--- src/rtl/ram_fifo_ctrl_if.sv ---
// Bundle for ram_fifo_ctrl: producer/consumer handshakes, fill level, and the RAM port set.
// Handshakes: a beat moves on a rising clk edge when valid and ready are both 1;
// valid never waits on ready, and push_data/pop_data only matter while valid is 1.
interface ram_fifo_ctrl_if #(
    parameter int WIDTH    = 32,
    parameter int LG_DEPTH = 4
);
    logic                push_valid;
    logic                push_ready;
    logic [WIDTH-1:0]    push_data;
    logic                pop_valid;
    logic                pop_ready;
    logic [WIDTH-1:0]    pop_data;
    logic [LG_DEPTH+1:0] count;
    logic                ram_wr_en;
    logic [LG_DEPTH-1:0] ram_wr_addr;
    logic [WIDTH-1:0]    ram_wr_data;
    logic [LG_DEPTH-1:0] ram_rd_addr;
    logic [WIDTH-1:0]    ram_rd_data;

    // The controller side.
    modport slave (
        input  push_valid, push_data, pop_ready, ram_rd_data,
        output push_ready, pop_valid, pop_data, count,
               ram_wr_en, ram_wr_addr, ram_wr_data, ram_rd_addr
    );

    // Producer, consumer and RAM, seen from outside the controller.
    modport master (
        output push_valid, push_data, pop_ready, ram_rd_data,
        input  push_ready, pop_valid, pop_data, count,
               ram_wr_en, ram_wr_addr, ram_wr_data, ram_rd_addr
    );
endinterface

--- src/rtl/ram_fifo_ctrl.sv ---
// First-word-fall-through FIFO controller around an external 1R1W RAM with registered read.
// A two-entry output queue absorbs the read latency so push and pop can both fire every cycle.
module ram_fifo_ctrl #(
    parameter int WIDTH    = 32,
    parameter int LG_DEPTH = 4
) (
    input  logic            clk,
    input  logic            reset_n,
    ram_fifo_ctrl_if.slave  bus
);
    localparam logic [LG_DEPTH:0] RAM_FULL = {1'b1, {LG_DEPTH{1'b0}}};

    logic [LG_DEPTH-1:0] wr_ptr;
    logic [LG_DEPTH-1:0] rd_ptr;
    logic [LG_DEPTH:0]   ram_cnt;
    logic                rd_inflight;
    logic [1:0]          q_cnt;
    logic [WIDTH-1:0]    q_head;
    logic [WIDTH-1:0]    q_tail;
    logic [LG_DEPTH+1:0] count_r;

    logic                push_fire;
    logic                pop_fire;
    logic                issue;
    logic [1:0]          q_left;
    logic [1:0]          q_cnt_n;
    logic [WIDTH-1:0]    q_head_n;
    logic [WIDTH-1:0]    q_tail_n;
    logic [LG_DEPTH:0]   ram_cnt_n;
    logic [LG_DEPTH+1:0] count_n;

    assign bus.push_ready  = reset_n && (ram_cnt < RAM_FULL);
    assign bus.pop_valid   = (q_cnt != 2'd0);
    assign bus.pop_data    = q_head;
    assign bus.count       = count_r;
    assign bus.ram_wr_en   = push_fire;
    assign bus.ram_wr_addr = wr_ptr;
    assign bus.ram_wr_data = bus.push_data;
    assign bus.ram_rd_addr = rd_ptr;

    assign push_fire = bus.push_valid && bus.push_ready;
    assign pop_fire  = bus.pop_valid && bus.pop_ready;

    always_comb begin
        q_left    = q_cnt - {1'b0, pop_fire};
        q_cnt_n   = q_left + {1'b0, rd_inflight};
        // Issue only when the slot it will land in is guaranteed after this cycle's pop.
        issue     = (ram_cnt != '0) && (q_cnt_n < 2'd2);
        q_head_n  = q_head;
        q_tail_n  = q_tail;
        if (pop_fire) begin
            q_head_n = q_tail;
        end
        if (rd_inflight) begin
            if (q_left == 2'd0) begin
                q_head_n = bus.ram_rd_data;
            end else begin
                q_tail_n = bus.ram_rd_data;
            end
        end
        ram_cnt_n = ram_cnt + {{LG_DEPTH{1'b0}}, push_fire} - {{LG_DEPTH{1'b0}}, issue};
        count_n   = count_r + {{(LG_DEPTH+1){1'b0}}, push_fire}
                            - {{(LG_DEPTH+1){1'b0}}, pop_fire};
    end

    always_ff @(posedge clk) begin
        if (!reset_n) begin
            wr_ptr      <= '0;
            rd_ptr      <= '0;
            ram_cnt     <= '0;
            rd_inflight <= 1'b0;
            q_cnt       <= 2'd0;
            q_head      <= '0;
            q_tail      <= '0;
            count_r     <= '0;
        end else begin
            if (push_fire) begin
                wr_ptr <= wr_ptr + 1'b1;
            end
            if (issue) begin
                rd_ptr <= rd_ptr + 1'b1;
            end
            ram_cnt     <= ram_cnt_n;
            rd_inflight <= issue;
            q_cnt       <= q_cnt_n;
            q_head      <= q_head_n;
            q_tail      <= q_tail_n;
            count_r     <= count_n;
        end
    end
endmodule

--- src/flat_wrapper.sv ---
// flat-port wrapper written by rule: the top's interface ports become plain ports
module ram_fifo_ctrl_flat 
#(
    parameter int WIDTH    = 32,
    parameter int LG_DEPTH = 4
)
  (clk, reset_n, bus_push_valid, bus_push_data, bus_pop_ready, bus_ram_rd_data, bus_push_ready, bus_pop_valid, bus_pop_data, bus_count, bus_ram_wr_en, bus_ram_wr_addr, bus_ram_wr_data, bus_ram_rd_addr);
  ram_fifo_ctrl_if #(.WIDTH(WIDTH), .LG_DEPTH(LG_DEPTH)) bus_i ();
  input  logic clk;
  input  logic reset_n;
  input wire logic [$bits(bus_i.push_valid)-1:0] bus_push_valid;
  input wire logic [$bits(bus_i.push_data)-1:0] bus_push_data;
  input wire logic [$bits(bus_i.pop_ready)-1:0] bus_pop_ready;
  input wire logic [$bits(bus_i.ram_rd_data)-1:0] bus_ram_rd_data;
  output wire logic [$bits(bus_i.push_ready)-1:0] bus_push_ready;
  output wire logic [$bits(bus_i.pop_valid)-1:0] bus_pop_valid;
  output wire logic [$bits(bus_i.pop_data)-1:0] bus_pop_data;
  output wire logic [$bits(bus_i.count)-1:0] bus_count;
  output wire logic [$bits(bus_i.ram_wr_en)-1:0] bus_ram_wr_en;
  output wire logic [$bits(bus_i.ram_wr_addr)-1:0] bus_ram_wr_addr;
  output wire logic [$bits(bus_i.ram_wr_data)-1:0] bus_ram_wr_data;
  output wire logic [$bits(bus_i.ram_rd_addr)-1:0] bus_ram_rd_addr;
  assign bus_i.push_valid = bus_push_valid;
  assign bus_i.push_data = bus_push_data;
  assign bus_i.pop_ready = bus_pop_ready;
  assign bus_i.ram_rd_data = bus_ram_rd_data;
  assign bus_push_ready = bus_i.push_ready;
  assign bus_pop_valid = bus_i.pop_valid;
  assign bus_pop_data = bus_i.pop_data;
  assign bus_count = bus_i.count;
  assign bus_ram_wr_en = bus_i.ram_wr_en;
  assign bus_ram_wr_addr = bus_i.ram_wr_addr;
  assign bus_ram_wr_data = bus_i.ram_wr_data;
  assign bus_ram_rd_addr = bus_i.ram_rd_addr;
  ram_fifo_ctrl #(.WIDTH(WIDTH), .LG_DEPTH(LG_DEPTH)) u_core (.clk(clk), .reset_n(reset_n), .bus(bus_i));
endmodule
--- config.mk ---
export PLATFORM = sky130hd
export DESIGN_NAME = ram_fifo_ctrl_flat
export DESIGN_NICKNAME = d
export VERILOG_FILES = /design/src/rtl/ram_fifo_ctrl_if.sv /design/src/rtl/ram_fifo_ctrl.sv /design/src/flat_wrapper.sv
export SDC_FILE = /design/constraint.sdc
export NUM_CORES = 1
export LEC_CHECK = 0
export BUFFER_PORTS_ARGS = -buffer_cell sky130_fd_sc_hd__buf_2
export CAP_MARGIN = 5
export CORE_MARGIN = 1.5
export CORE_UTILIZATION = 30
export DETAILED_ROUTE_END_ITERATION = 10
export PLACE_DENSITY = 0.59
export SLEW_MARGIN = 20
export SYNTH_ARGS = -nofsm -noshare
export SYNTH_HDL_FRONTEND = slang
export SYNTH_SLANG_ARGS = --single-unit
--- constraint.sdc ---
create_clock -name clk -period 4.8 [get_ports clk]
set_input_delay 0.72 -clock clk [delete_from_list [all_inputs] [get_ports clk]]
set_output_delay 0.72 -clock clk [all_outputs]
set_load 0.005 [all_outputs]
==> results.sh <==
export IMPL_netlist_area_um2=3960
export IMPL_tns_ps=0
export IMPL_yosys_area_share_simple_pct=15.8
export IMPL_antenna_found_initial=0
export IMPL_drive_above_1_share_pct=21.6
export IMPL_crit_chain="buf_2, nand2b_1, o21ai_0, ha_1, o31ai_2, nor2_1, ha_1, inv_1, ha_1, inv_1, fa_1, nand2b_1, a21oi_1, o21ai_0, nor3b_1"
export IMPL_critPathMaxFanout=9
export IMPL_crit_top_cell="ha_1"
export IMPL_chipHeight_um=118
export IMPL_syn_nets=536
export IMPL_clkSinkCount=86
export IMPL_grt_remaining_overflow=0
export IMPL_num_vias=3115
export IMPL_wl_mm=8.59
export IMPL_clockBufferDepth=2
export IMPL_htree_levels=3
export IMPL_layout_common_cells="86 x dfxtp_1, 84 x buf_2, 71 x nand2_1"
export IMPL_ys_seq_area_share_pct=43.5
export IMPL_endpoint_kind="flip-flop"
export IMPL_peakVddDrop_uv=145
export IMPL_numPortBuffers=84
export IMPL_min_period_over_period_pct=70.3
export IMPL_clkLatencyLatePin_ps=340
export IMPL_core_um2=12800
export IMPL_synth_xor_area_share_pct=1.99
export IMPL_areaGrowthSynthToFinish_pct=15.5
export IMPL_cts_resized=0
export IMPL_wl_per_cell_um=12.9
export IMPL_intPower_uw=1730
export IMPL_synth_top_family_by_area="simple AND/OR/NAND/NOR gates"
export IMPL_hp_class="reg -> reg"
export IMPL_power_switching_uw=846
export IMPL_postRouteAntennaNets=0
export IMPL_crit_arrival_ps=3570
export IMPL_path_clk_slew_ps=60
export IMPL_timing_fmax_mhz=296
export IMPL_drc=0
export IMPL_fin_crit_ps=3370
export IMPL_finalPower_uw=2580
export IMPL_floorplan_rows=41
export IMPL_p_leak_uw=0.00208
export IMPL_p_per_area_nw_per_um2=564
export IMPL_initial_core_util_pct=31.0
export IMPL_switching_share_pct=32.8
export IMPL_power_frac_comb_pct=33.3
export IMPL_grt_pass1_wl_mm=14.4
export IMPL_max_cap_violations=0
export IMPL_critPathSlowestCell="o31ai_2"
export IMPL_synth_adder_area_share_pct=5.43
export IMPL_avgSynthCellArea_um2=8.76
export IMPL_layout_commonest_cell="dfxtp_1"
export IMPL_viasPerCell=4.67
export IMPL_hold_violations=0
export IMPL_status="finished, final reports clean"
export IMPL_io_pin_count=149
export IMPL_yosys_warnings=0
export IMPL_fp_dieArea_um2=13900
export IMPL_worst_pin_slew_ps=1010
export IMPL_setup_violations=0
export IMPL_synth_seq_cells=86
export IMPL_cts_setup_buffers=0
export IMPL_finalMaxSlewViolations=0
export IMPL_dr_pass1_iters=4
export IMPL_max_slew_margin_pct=32.2
export IMPL_pwr_share_clk_pct=29.0
export IMPL_cts_buffers=9
export IMPL_finish_net_count=574
export IMPL_synth_cell_types=40
export IMPL_required_ps=5000
export IMPL_hpwl_mm=5.71
export IMPL_synth_cells=452
export IMPL_cp_slowest_stage_delay_ps=510
export IMPL_clock_skew_ps=4.17
export IMPL_path_class="in -> reg"
export IMPL_grt_max_degree=46
export IMPL_cts_root_buf="clkbuf_16"
export IMPL_synthMuxAreaShare_pct=8.09
export IMPL_p_seq_share_pct=37.7
export IMPL_rsz0062_at_grt="no"
export IMPL_gp_congestion=0.729
export IMPL_cts_hold_buf=0
export IMPL_cts_tree="yes"
export IMPL_die_w_um=118
export IMPL_grt_pass1_vias=2960
export IMPL_grt_usage_pct=12.9
export IMPL_synth_compound_area_share_pct=14.4
export IMPL_first_iter_violations=180
export IMPL_antenna_cells=0
export IMPL_worstSetupStartpointType="input port"
-- logic make-up (layout without fill, tap and decap cells) --
| logic type | count (synthesis) | after routing |
|---|---|---|
| xor gates and xnor gates | 9 | 9 |
| adders and majority gates | 16 | 16 |
| and+or+nand+nor | 143 | 143 |
| buffers and inverters | 75 | 118 |
| DFF | 86 | 86 |
| muxes | 32 | 32 |
| AOI/OAI and AO/OA | 91 | 91 |
-- flip-flops by register name, summed over array words and instances (netlist names) --
register,count
u_core.bus.ram_rd_addr,4
u_core.bus.count,6
u_core.rd_inflight,1
u_core.bus.pop_data,32
u_core.bus.ram_wr_addr,4
u_core.q_cnt,2
u_core.ram_cnt,5
u_core.q_tail,32
-- cells in the mapped netlist --
cell	count	share of area, %
nor3_1	2	0.25
nand2_4	1	0.28
nand2b_1	3	0.47
nand4_1	3	0.47
and2b_1	1	0.19
o21ai_1	1	0.13
buf_6	3	0.85
dfxtp_1	86	43
nand2_1	71	6.7
or4b_1	1	0.25
and2_1	4	0.63
ha_1	14	4.4
xnor2_1	4	0.88
nor2_1	43	4.1
o311ai_0	1	0.22
buf_2	5	0.63
a21bo_2	1	0.25
buf_4	32	6.1
o31ai_1	2	0.38
a21o_1	2	0.38
nand3_1	2	0.25
nor3b_1	2	0.38
a211oi_1	32	6.1
a21boi_1	2	0.38
fa_1	2	1.0
xor2_1	5	1.1
inv_1	16	1.5
mux2i_1	32	8.1
and4_1	1	0.22
or4_1	2	0.38
a311oi_1	1	0.22
o31ai_2	1	0.32
clkbuf_1	19	1.8
and3b_1	1	0.22
or3_1	3	0.47
o21ai_0	7	0.88
or2_1	1	0.16
nor4_1	1	0.16
a21oi_1	41	5.2
or2_2	1	0.16
-- layer usage --
metal  vias to the layer above  global-route usage [%]  wire, um
li1                       1579                       -         -
met1                      1444                    15.3      3870
met2                        69                    20.6      4050
met3                        23                    2.91       418
met4                         0                    9.22       244
met5                         -                       0         0
-- final timing paths --
kind	start	to	slack [ps]	cells after the start
max	bus_pop_ready	u_core.ram_cnt[4]	1430	15
min reg2reg	u_core.q_tail[19]	u_core.q_tail[19]	450	2
max reg2reg	u_core.q_cnt[1]	u_core.ram_cnt[4]	1610	14
min	u_core.q_tail[19]	u_core.q_tail[19]	450	2
-- power by group through the flow --
stage	sequential (uW)	clock [uW]	combinational, uW
3_5_place_dp	989	0	867
6_report	973	748	858
5_1_grt	993	802	981
3_3_place_gp	983	0	835
4_1_cts	975	777	871
2_1_floorplan	982	0	626
-- metrics by stage --
stage / utilization [%] / instance area, um2 / cells / hold slack (ps) / setup slack, ps
floorplan: - / 3960 / 452 / 436 / 1620
global placement: 33.3 / 4260 / 651 / 441 / 1210
detailed placement: 33.3 / 4260 / 651 / 447 / 1090
CTS: 35.8 / 4570 / 667 / 456 / 1460
global route: 35.8 / 4570 / 667 / 473 / 1160
finish: 35.8 / 4570 / 667 / 452 / 1430
-- layout make-up --
class	instances	area [um2]
clock buffers	12	246
clock inverters	4	70.1
fillers	1339	8200
inverters	16	60.1
multi-input cells	291	1830
flip-flops and latches	86	1720
well taps	172	215
repair buffers	86	435
-- critical path, delay by kind of cell --
family	cells	cell delay, ps
simple gates	4	630
fa+ha+maj	4	1060
buf+inv	3	230
compound gates	4	930
Note: power is estimated with default switching activity, not from simulation.
